==> config.mk <==
export PLATFORM = sky130hd
export DESIGN_NAME = pc_unit
export DESIGN_NICKNAME = d
export VERILOG_FILES = /design/src/rtl/mos6502_pkg.sv /design/src/rtl/pc_adder8.sv /design/src/rtl/pc_unit.sv
export SDC_FILE = /design/constraint.sdc
export NUM_CORES = 1
export LEC_CHECK = 0
export ABC_AREA = 1
export BUFFER_PORTS_ARGS = -buffer_cell sky130_fd_sc_hd__buf_2
export CORE_MARGIN = 2
export CORE_UTILIZATION = 30
export CTS_BUF_LIST = sky130_fd_sc_hd__clkbuf_4 sky130_fd_sc_hd__clkbuf_8
export DETAILED_ROUTE_END_ITERATION = 16
export GPL_TIMING_DRIVEN = 1
export SYNTH_ARGS = -nofsm -noshare
export SYNTH_HDL_FRONTEND = slang
export SYNTH_SLANG_ARGS = --single-unit
==> constraint.sdc <==
create_clock -name clk -period 4.37 [get_ports clk]
set_input_delay 0 -clock clk [delete_from_list [all_inputs] [get_ports clk]]
set_output_delay 0 -clock clk [all_outputs]
set_load 0.005 [all_outputs]
==> src/rtl/mos6502_pkg.sv <==
// +--------------------------------------------------------------------------+
// | mos6502_pkg : shared types and constants for the 6502 program counter    |
// | Rev 1.0                                                                  |
// +--------------------------------------------------------------------------+
`default_nettype none

package mos6502_pkg;

  typedef enum logic {
    RUN   = 1'b0,
    FIXUP = 1'b1
  } pc_state_t;

  localparam logic [15:0] RESET_VECTOR = 16'hFFFC;

endpackage

`default_nettype wire

==> src/rtl/pc_adder8.sv <==
// +--------------------------------------------------------------------------+
// | pc_adder8 : 8-bit adder with carry out for the branch low-byte sum       |
// | Rev 1.0                                                                  |
// +--------------------------------------------------------------------------+
`default_nettype none

module pc_adder8 (
  input  logic [7:0] a,
  input  logic [7:0] b,
  output logic [7:0] sum,
  output logic       carry
);

  logic [8:0] sum9;

  assign sum9  = {1'b0, a} + {1'b0, b};
  assign sum   = sum9[7:0];
  assign carry = sum9[8];

endmodule

`default_nettype wire

==> src/rtl/pc_unit.sv <==
// +--------------------------------------------------------------------------+
// | pc_unit : 6502 program counter with jump, byte load, branch and inc      |
// | Rev 1.0                                                                  |
// +--------------------------------------------------------------------------+
`default_nettype none

module pc_unit
  import mos6502_pkg::*;
#(
  parameter logic [15:0] RESET_PC = RESET_VECTOR
) (
  input  logic        clk,
  input  logic        rst_n,
  input  logic [7:0]  data_in,
  input  logic        latch_lo,
  input  logic        jump,
  input  logic        load_lo,
  input  logic        load_hi,
  input  logic        branch,
  input  logic        inc,
  output logic [15:0] pc,
  output logic        busy,
  output logic        page_cross
);

  pc_state_t   state, state_next;
  logic [7:0]  lo_latch;
  logic        dir_neg, dir_neg_next;
  logic        page_cross_next;
  logic [15:0] pc_next;
  logic [7:0]  br_sum;
  logic        br_carry;

  pc_adder8 u_adder (
    .a     (pc[7:0]),
    .b     (data_in),
    .sum   (br_sum),
    .carry (br_carry)
  );

  always_comb begin
    pc_next         = pc;
    state_next      = state;
    dir_neg_next    = dir_neg;
    page_cross_next = 1'b0;
    if (state == FIXUP) begin
      pc_next[15:8]   = dir_neg ? (pc[15:8] - 8'd1) : (pc[15:8] + 8'd1);
      page_cross_next = 1'b1;
      state_next      = RUN;
    end else if (jump) begin
      pc_next = {data_in, lo_latch};
    end else if (load_lo || load_hi) begin
      if (load_lo) pc_next[7:0]  = data_in;
      if (load_hi) pc_next[15:8] = data_in;
    end else if (branch) begin
      pc_next[7:0] = br_sum;
      // Carry disagreeing with the offset sign means the high byte must move.
      if (br_carry ^ data_in[7]) begin
        dir_neg_next = data_in[7];
        state_next   = FIXUP;
      end
    end else if (inc) begin
      pc_next = pc + 16'd1;
    end
  end

  always_ff @(posedge clk or negedge rst_n) begin
    if (!rst_n) begin
      pc         <= RESET_PC;
      lo_latch   <= 8'h00;
      state      <= RUN;
      dir_neg    <= 1'b0;
      page_cross <= 1'b0;
    end else begin
      pc         <= pc_next;
      state      <= state_next;
      dir_neg    <= dir_neg_next;
      page_cross <= page_cross_next;
      if (latch_lo) lo_latch <= data_in;
    end
  end

  assign busy = (state == FIXUP);

endmodule

`default_nettype wire

; ---- Word-level counts from Yosys, hierarchy flattened
; Cells that the tools add are included.
[op_classes]
shift = 0
n_mux = 15
n_addsub = 4
eq_ne = 3
n_mul = 0
reduce_logical = 6
n_div = 0
n_bitwise = 4
order_cmp = 0
[ops]
columns = op, n
row1 = $mux 16, 3
row2 = $mux 8, 6
row3 = $add 16x1->16 const B, 1
row4 = $add 8x8->9, 1
row5 = $add 8x1->8 const B, 1
row6 = $reduce_bool 4->1, 2
row7 = $sub 8x1->8 const B, 1
row8 = $mux 1, 6
row9 = $reduce_and 3->1, 2
row10 = $reduce_and 5->1, 1
row11 = $ne 4x2->1 const B, 1
row12 = $ne 4x4->1 const B, 1
row13 = $ne 3x3->1 const B, 1
row14 = $not 1->1, 3
row15 = $logic_or 1x1->1, 1
row16 = $xor 1x1->1, 1
[totals]
input_bits = 16
rom_bits = 0
out_inout_bits = 18
ram_bits = 0
word_cells = 38
latch_bits = 0
ff_bits = 27
n_memories = 0

; ---- Longest topological paths before layout
; Gate-level depths: netlist of the first run.
[depth]
word_depth = 7
ltp_mapped = 13
ltp_nobuf = 13

; ---- Modules after synthesis
; A second synthesis of the first run with hierarchy kept.
[unflattened]
hier_cells = 388
hier_area_um2 = 2575.0
[by_module_without_submodules]
columns = module, instances, area_each_um2, cells_per_inst, seq_area_each_um2
row1 = pc_unit, 1, 2198.4, 329, 693.2
row2 = pc_adder8, 1, 376.6, 59, 0.0

; ---- Worst setup path after synthesis of the first run
; Ideal clock, no wire load.
[synth_timing]
path_kind = reg-to-reg
start = register pc[0]
end = register pc[4]
path_slack_ps = 2416
path_buffers = 0
synth_period_minus_slack_ps = 1954
required_ps = 4310
path_stages_with_launch = 12
setup_time_ps = 60
t_arrival_ps = 1894
cell_sequence = dfrtp_1 ha_1 fa_1 nand2_1 nand3_1 and2_1 or2_2 nand3_1 nand3_1 nand2_1 nand2_1 nand2_1
[synth_between]
elab_chain_cells = 5
elab_cells_between_ends = 6
classes_between = add/sub: 2 / mux: 4
[synth_lines]
columns = item, line_no
row1 = start: declaration, pc_unit.sv:21  ; output logic [15:0] pc,
row2 = start signal: assignment, pc_unit.sv:75  ; pc <= pc_next;
row3 = $add 16x1->16, pc_unit.sv:63  ; pc_next = pc + 16'd1;
row4 = $mux 16, pc_unit.sv:62  ; end else if (inc) begin
row5 = $mux 8 *, pc_unit.sv:55  ; end else if (branch) begin
row6 = $mux 16 *, pc_unit.sv:52  ; end else if (load_lo || load_hi) begin
row7 = $mux 16 *, pc_unit.sv:50  ; end else if (jump) begin
; Every way passes the cells marked *; elsewhere a longest branch is shown, timed or not. The select of a mux whose other input is x is not followed.
; A chain may end at the register's enable or synchronous reset.

; ---- Final worst setup path of the first run
; Same ends and word-level chain as after synthesis.

==> impl_metrics.ini, run 1 <==
[power]
clockPowerShare = 0.157
power.share.switching = 0.443
finalPower_mw = 0.987
p_sw_mw = 0.437
ir_drop_uv = 140
seq_power_share = 0.374
combPwrFrac = 0.469
leakagePower_nw = 1.46
power_density_nw_per_um2 = 344
p_int_mw = 0.550

[route]
drt.antenna.violating_nets = 0
drcViolationCount = 0
via_count = 2611
firstDrtPassIters = 4
wl_um = 7110
viasPerCell = 4.96
wl_per_cell_um = 13.5
drt_iter0_drc = 164

[global_route]
grt-ovfl-total = 0
grt_max_degree = 28
grt_pass1_wl_um = 12000
antenna_found_initial = 0
grt_pass1_vias = 2535
grtUsageTotal = 0.165

[critical_path]
crit_chain = ha_1 > fa_1 > nand2_1 > nand3_1 > and2_1 > or2_2 > nand3_1 > nand3_1 > nand2_1 > nand2_1 > nand2_1
worstReg2RegStart = pc[0]
arrival_ns = 2.36
critPathLaunchType = flop
critPathLaunch = pc[0]
max_stage_delay_ns = 0.51
critPathSlowestCell = dfrtp_1
path_common_cell = nand2_1
crit_family = simple AND/OR/NAND/NOR gates
worstPathMaxFanout = 10
end_kind = flop
critical_path_buf_inv_count = 0
crit_type = reg2reg
required_ns = 4.61

[timing]
finalHoldViolations = 0
final_max_slew_viol_count = 0
slew_headroom = 0.539
setup_viol = 0
period_minus_slack_ns = 2.12
post-route-period-util = 0.485
fmax_ghz = 0.472
rsz0062_at_grt = no
setup-tns-final_ns = 0
timing.final.ws_setup_ns = 2.25
worst_pin_slew_ns = 0.691
finClkSkew_ns = 0.00874

[die]
rows = 33
fp.dieH_um = 95.6
initial_core_util = 0.308
core_area_sq_um = 8180
fp.dieW_um = 95.6
die-area_sq_um = 9140
ios = 34

[synth]
synth_top_area_cell = nand2_1
syn-instance-count = 388
yosysUniqueCellTypes = 38
ys_async_sr_fraction = 1.00
synth_top_area_frac = 0.176
yosysSeqAreaShare = 0.275
synth_nets = 421
ys.flop_type = dfstp_2
synth_edf_count = 0
synth.top_cells.by_area = nand2_1, dfstp_2, dfrtp_1, ha_1, inv_1
yosysWarnings = 0
yosysMostFrequentCell = nand2_1
syn_area_per_cell_sq_um = 6.49
synth_common_cells = nand2_1, inv_1, a21oi_1
yosys_register_bits = 27
synth_area_sq_um = 2520

[clock_tree]
htree_levels = 1
numClockSinks = 27
clockBufferDepth = 2
cts.repair.resized = 0
cts_hold_buf = 4
insertion_delay_ns = 0.28
cts_buffers = 3
cts-root-buf = clkbuf_8
cts_tree = built
clk_pin_slew_ns = 0.11
cts_setup_buffers = 0

[placed_design]
place_ws_ns = 2.28
placedInstanceArea_sq_um = 2780
hpwl_um = 5450
globalplace.congestion = 0.871
port_buffers = 33

[finish]
fin_area_sq_um = 2870
layout-drive-gt1-share = 0.169
syn_to_final_growth_pct = 13.9
final_util = 0.351
antenna_cells = 0
fill_cells = 925
nets = 455

[run]
drv_cap = 0

[hold_path]
min_from = data_in[3]
min_path_type = in2reg

[run_status]
status = complete, no violations
-- per-stage QoR --
step | hold WS, ns | cells
finish | 0.0154 | 526
global route | 0.0468 | 526
CTS | 0.00871 | 526
detailed placement | 0.0676 | 518
global placement | 0.0573 | 518
floorplan | -0.296 | 388
-- registers in the layout, summed over array words and instances, names as in the netlist --
register and count:
page_cross 1, dir_neg 1, lo_latch 8, pc 16
busy 1
-- worst paths after layout --
kind | endpoint | slack, ns | cells past startpoint
worst max-delay path | pc[4] | 2.25 | 11
worst min-delay path | lo_latch[3] | 0.02 | 3
worst max register to register | pc[4] | 2.25 | 11
worst min register to register | lo_latch[1] | 0.52 | 1
max in group asynchronous | lo_latch[0] | 3.68 | 2
min in group asynchronous | lo_latch[7] | 0.26 | 2
-- kinds of logic (layout without fill, tap and decap cells) --
logic type | count (synthesis) | count (layout) | synth area share
mux | 1 | 1 | 0.00447
xor+xnor | 4 | 4 | 0.0139
compound gates | 74 | 74 | 0.158
buf+inv | 61 | 94 | 0.0944
simple gates | 204 | 204 | 0.363
flops | 27 | 27 | 0.275
fa+ha+maj | 17 | 17 | 0.0905
-- power by group through the flow --
stage	logic (mW)	registers, mW	clock network, mW
6_report	0.463	0.369	0.155
5_1_grt	0.535	0.377	0.172
4_1_cts	0.465	0.371	0.164
3_5_place_dp	0.460	0.374	0
3_3_place_gp	0.453	0.373	0
2_1_floorplan	0.343	0.353	0
-- metal layers --
layer	track usage	up-vias	share of wire
met4	0.0440	0	0.0068
li1	-	1330	-
met5	0	-	0
met2	0.282	38	0.49
met1	0.225	1239	0.47
met3	0.0103	4	0.030
-- placed cells by master (no fill, tap or decap), types with 8 or more instances in the layout --
cell type | netlist | final
nand2_1 | 118 | 118
dfstp_2 | 14 | 14
inv_1 | 49 | 49
ha_1 | 15 | 15
nor2_1 | 23 | 23
a21oi_1 | 34 | 34
nand3_1 | 33 | 33
buf_2 | 5 | 33
o21ai_0 | 25 | 25
nand4_1 | 8 | 8
dfrtp_1 | 13 | 13
-- worst min-delay path, stage by stage --
cell	delay [ns]
buf_2	0.14
nand2_1	0.06
o21ai_0	0.06
-- final cells by class --
| cell class | instances | area [sq um] | area share |
|---|---|---|---|
| Timing Repair Buffer | 37 | 205 | 0.0716 |
| Multi-Input combinational cell | 300 | 1590 | 0.553 |
| Clock inverter | 1 | 7.51 | 0.00262 |
| Inverter | 53 | 201 | 0.0703 |
| Clock buffer | 3 | 41.3 | 0.0144 |
| Tap cell | 105 | 131 | 0.0458 |
| Sequential cell | 27 | 693 | 0.242 |
No activity file was read; power rests on OpenSTA's default activity.
==> inputs of run 2 (changes only) <==
- ABC_AREA: 1 -> 0
- clock period: 4.37 -> 2.2 ns (I/O delays scaled with it)
==> run 2 against run 1 <==
- synthesized area fell by 3.9%
- design area fell by 0.52%
- fmax rose by 0.97%
- register-to-register slack got worse by 2.1 ns
- clock skew fell by 0.0044 ns
- total power rose by 77%
- final cell count fell by 21%
- sequential power rose by 84%
- first-iteration DRC count rose by 0.61%
- utilization rose by 1.6 points
- largest cell class unchanged
- highest routed layer unchanged
==> impl_metrics.ini, run 2 <==
[finish]
syn_to_final_growth_pct = 17.8
largest_register_ffs = 16
fin_cells = 415
regMostFlops = pc
layout-drive-gt1-share = 0.288
reg_top3 = pc: 16 flops, lo_latch: 8 flops
antenna_cells = 0
nets = 347
final_util = 0.367
final_common_cell = buf_2
final_cell_mix = buf_2, nor2_1, o21ai_0

[run]
drv_cap = 0

[timing]
setup-tns-final_ns = 0
finClkSkew_ns = 0.00429
period_minus_slack_ns = 2.10
worst_pin_slew_ns = 0.664
finalHoldViolations = 0
final_max_slew_viol_count = 0
setup_viol = 0
fmax_ghz = 0.476
slew_headroom = 0.557
timing.final.ws_setup_ns = 0.100
rsz0062_at_grt = no
post-route-period-util = 0.954

[global_route]
antenna_found_initial = 0
grt_pass1_vias = 2286
grt_pass1_wl_um = 11500
grtUsageTotal = 0.164
grt-ovfl-total = 0
grt_max_degree = 28

[power]
leakagePower_nw = 1.14
ir_drop_uv = 198
power_density_nw_per_um2 = 612
finalPower_mw = 1.75

[die]
initial_core_util = 0.312
rows = 32
core_area_sq_um = 7770
ios = 34
die-area_sq_um = 8800
fp.dieW_um = 93.8
fp.dieH_um = 93.8

[critical_path]
arrival_ns = 2.31
path_common_cell = a21oi_1
max_stage_delay_ns = 0.40
critical_path_buf_inv_count = 0
crit_chain = ha_1 > fa_2 > a211oi_2 > o21bai_1 > a21oi_1 > mux2_2 > a21oi_1
required_ns = 2.41
critPathLaunchType = flop
critPathSlowestCell = dfrtp_1
crit_type = reg2reg
end_kind = flop
rrSetupSlack_ns = 0.10
worstPathMaxFanout = 3
crit_family = compound AO/OA/AOI/OAI gates

[placed_design]
place_inst = 407
port_buffers = 33
place_ws_ns = 0.0118
globalplace.congestion = 0.878
hpwl_um = 5110

[synth]
synth_edf_count = 0
synth_nets = 305
yosysSeqAreaShare = 0.286
synth_top_area_frac = 0.152
yosysMostFrequentCell = nor2_1
yosysUniqueCellTypes = 56
syn_area_per_cell_sq_um = 8.90
ys_async_sr_fraction = 1.00
synth.top_cells.by_area = dfstp_2, dfrtp_1, ha_1, xnor2_1, mux2_2
synth_top_area_cell = dfstp_2
syn-instance-count = 272
ys.flop_type = dfstp_2
yosys_register_bits = 27
yosysWarnings = 0
synth_area_sq_um = 2420
synth_common_cells = nor2_1, o21ai_0, a21oi_1

[route]
wl_per_cell_um = 16.5
drt.antenna.violating_nets = 0
viasPerCell = 5.51
drcViolationCount = 0
firstDrtPassIters = 4
drt_iter0_drc = 165
wl_um = 6850
via_count = 2287

[clock_tree]
cts_buffers = 3
cts-root-buf = clkbuf_8
cts_tree = built
clk_pin_slew_ns = 0.10
insertion_delay_ns = 0.28
numClockSinks = 27
clockBufferDepth = 2
htree_levels = 1

[run_status]
status = complete, no violations

[hold_path]
min_path_type = in2reg
-- run 2: metal layers --
layer	global-route usage	wire (um)
met1	0.229	3300
met2	0.268	3090
met3	0.0297	372
met4	0.0314	84
met5	0	0
-- run 2: worst register-to-register path, cell delays in order, from the launching register on --
cell and delay (ns):
dfrtp_1 0.40, ha_1 0.21, fa_2 0.38, a211oi_2 0.29
o21bai_1 0.11, a21oi_1 0.17, mux2_2 0.35, a21oi_1 0.13
-- run 2: final timing paths --
kind / start / end / cells past startpoint
max: pc[0] / pc[6] / 7
max in group asynchronous: rst_n / page_cross / 2
max reg2reg: pc[0] / pc[6] / 7
min in group asynchronous: rst_n / lo_latch[2] / 2
min: data_in[0] / lo_latch[0] / 2
min reg2reg: lo_latch[3] / lo_latch[3] / 1
-- run 2: area by class of cell --
class	instances	area [sq um]
well taps	102	128
clock buffers	4	48.8
flip-flops and latches	27	693
repair buffers	51	308
inverters	10	37.5
multi-input cells	221	1640
fillers	826	4920
-- run 2: power breakdown --
group	leakage, nW	switching (mW)	internal (mW)	total (mW)
Combinational	0.812	0.403	0.345	0.749
Clock	0.0262	0.177	0.143	0.319
Sequential	0.301	0.0858	0.592	0.678
Total	1.14	0.666	1.08	1.75
-- run 2: cell families (layout without fill, tap and decap cells) --
group                      count (synthesis)  in the layout  share of synthesized area
and+or+nand+nor                           84             84                      0.190
muxes                                     13             13                     0.0589
xor gates and xnor gates                  15             15                     0.0543
buffers and inverters                     24             65                     0.0429
adders and majority gates                 17             17                     0.0941
AOI/OAI and AO/OA                         92             92                      0.273
DFF                                       27             27                      0.286
-- run 2: per-stage QoR --
stage,hold slack (ns),cell area [sq um]
detailed placement,0.0703,2750
CTS,0.0180,2840
floorplan,-0.296,2420
global route,0.0142,2850
finish,0.0197,2850
global placement,0.0641,2750
-- run 2: what timing repair did --
| action | in CTS | in global routing |
|---|---|---|
| hold buffers | 3 | 0 |
| gates resized for setup | 1 | 4 |
| pin swaps | 0 | 1 |
| hold endpoints to repair | 15 | 0 |
| setup buffers | 0 | 1 |
| setup endpoints to repair | 1 | 4 |
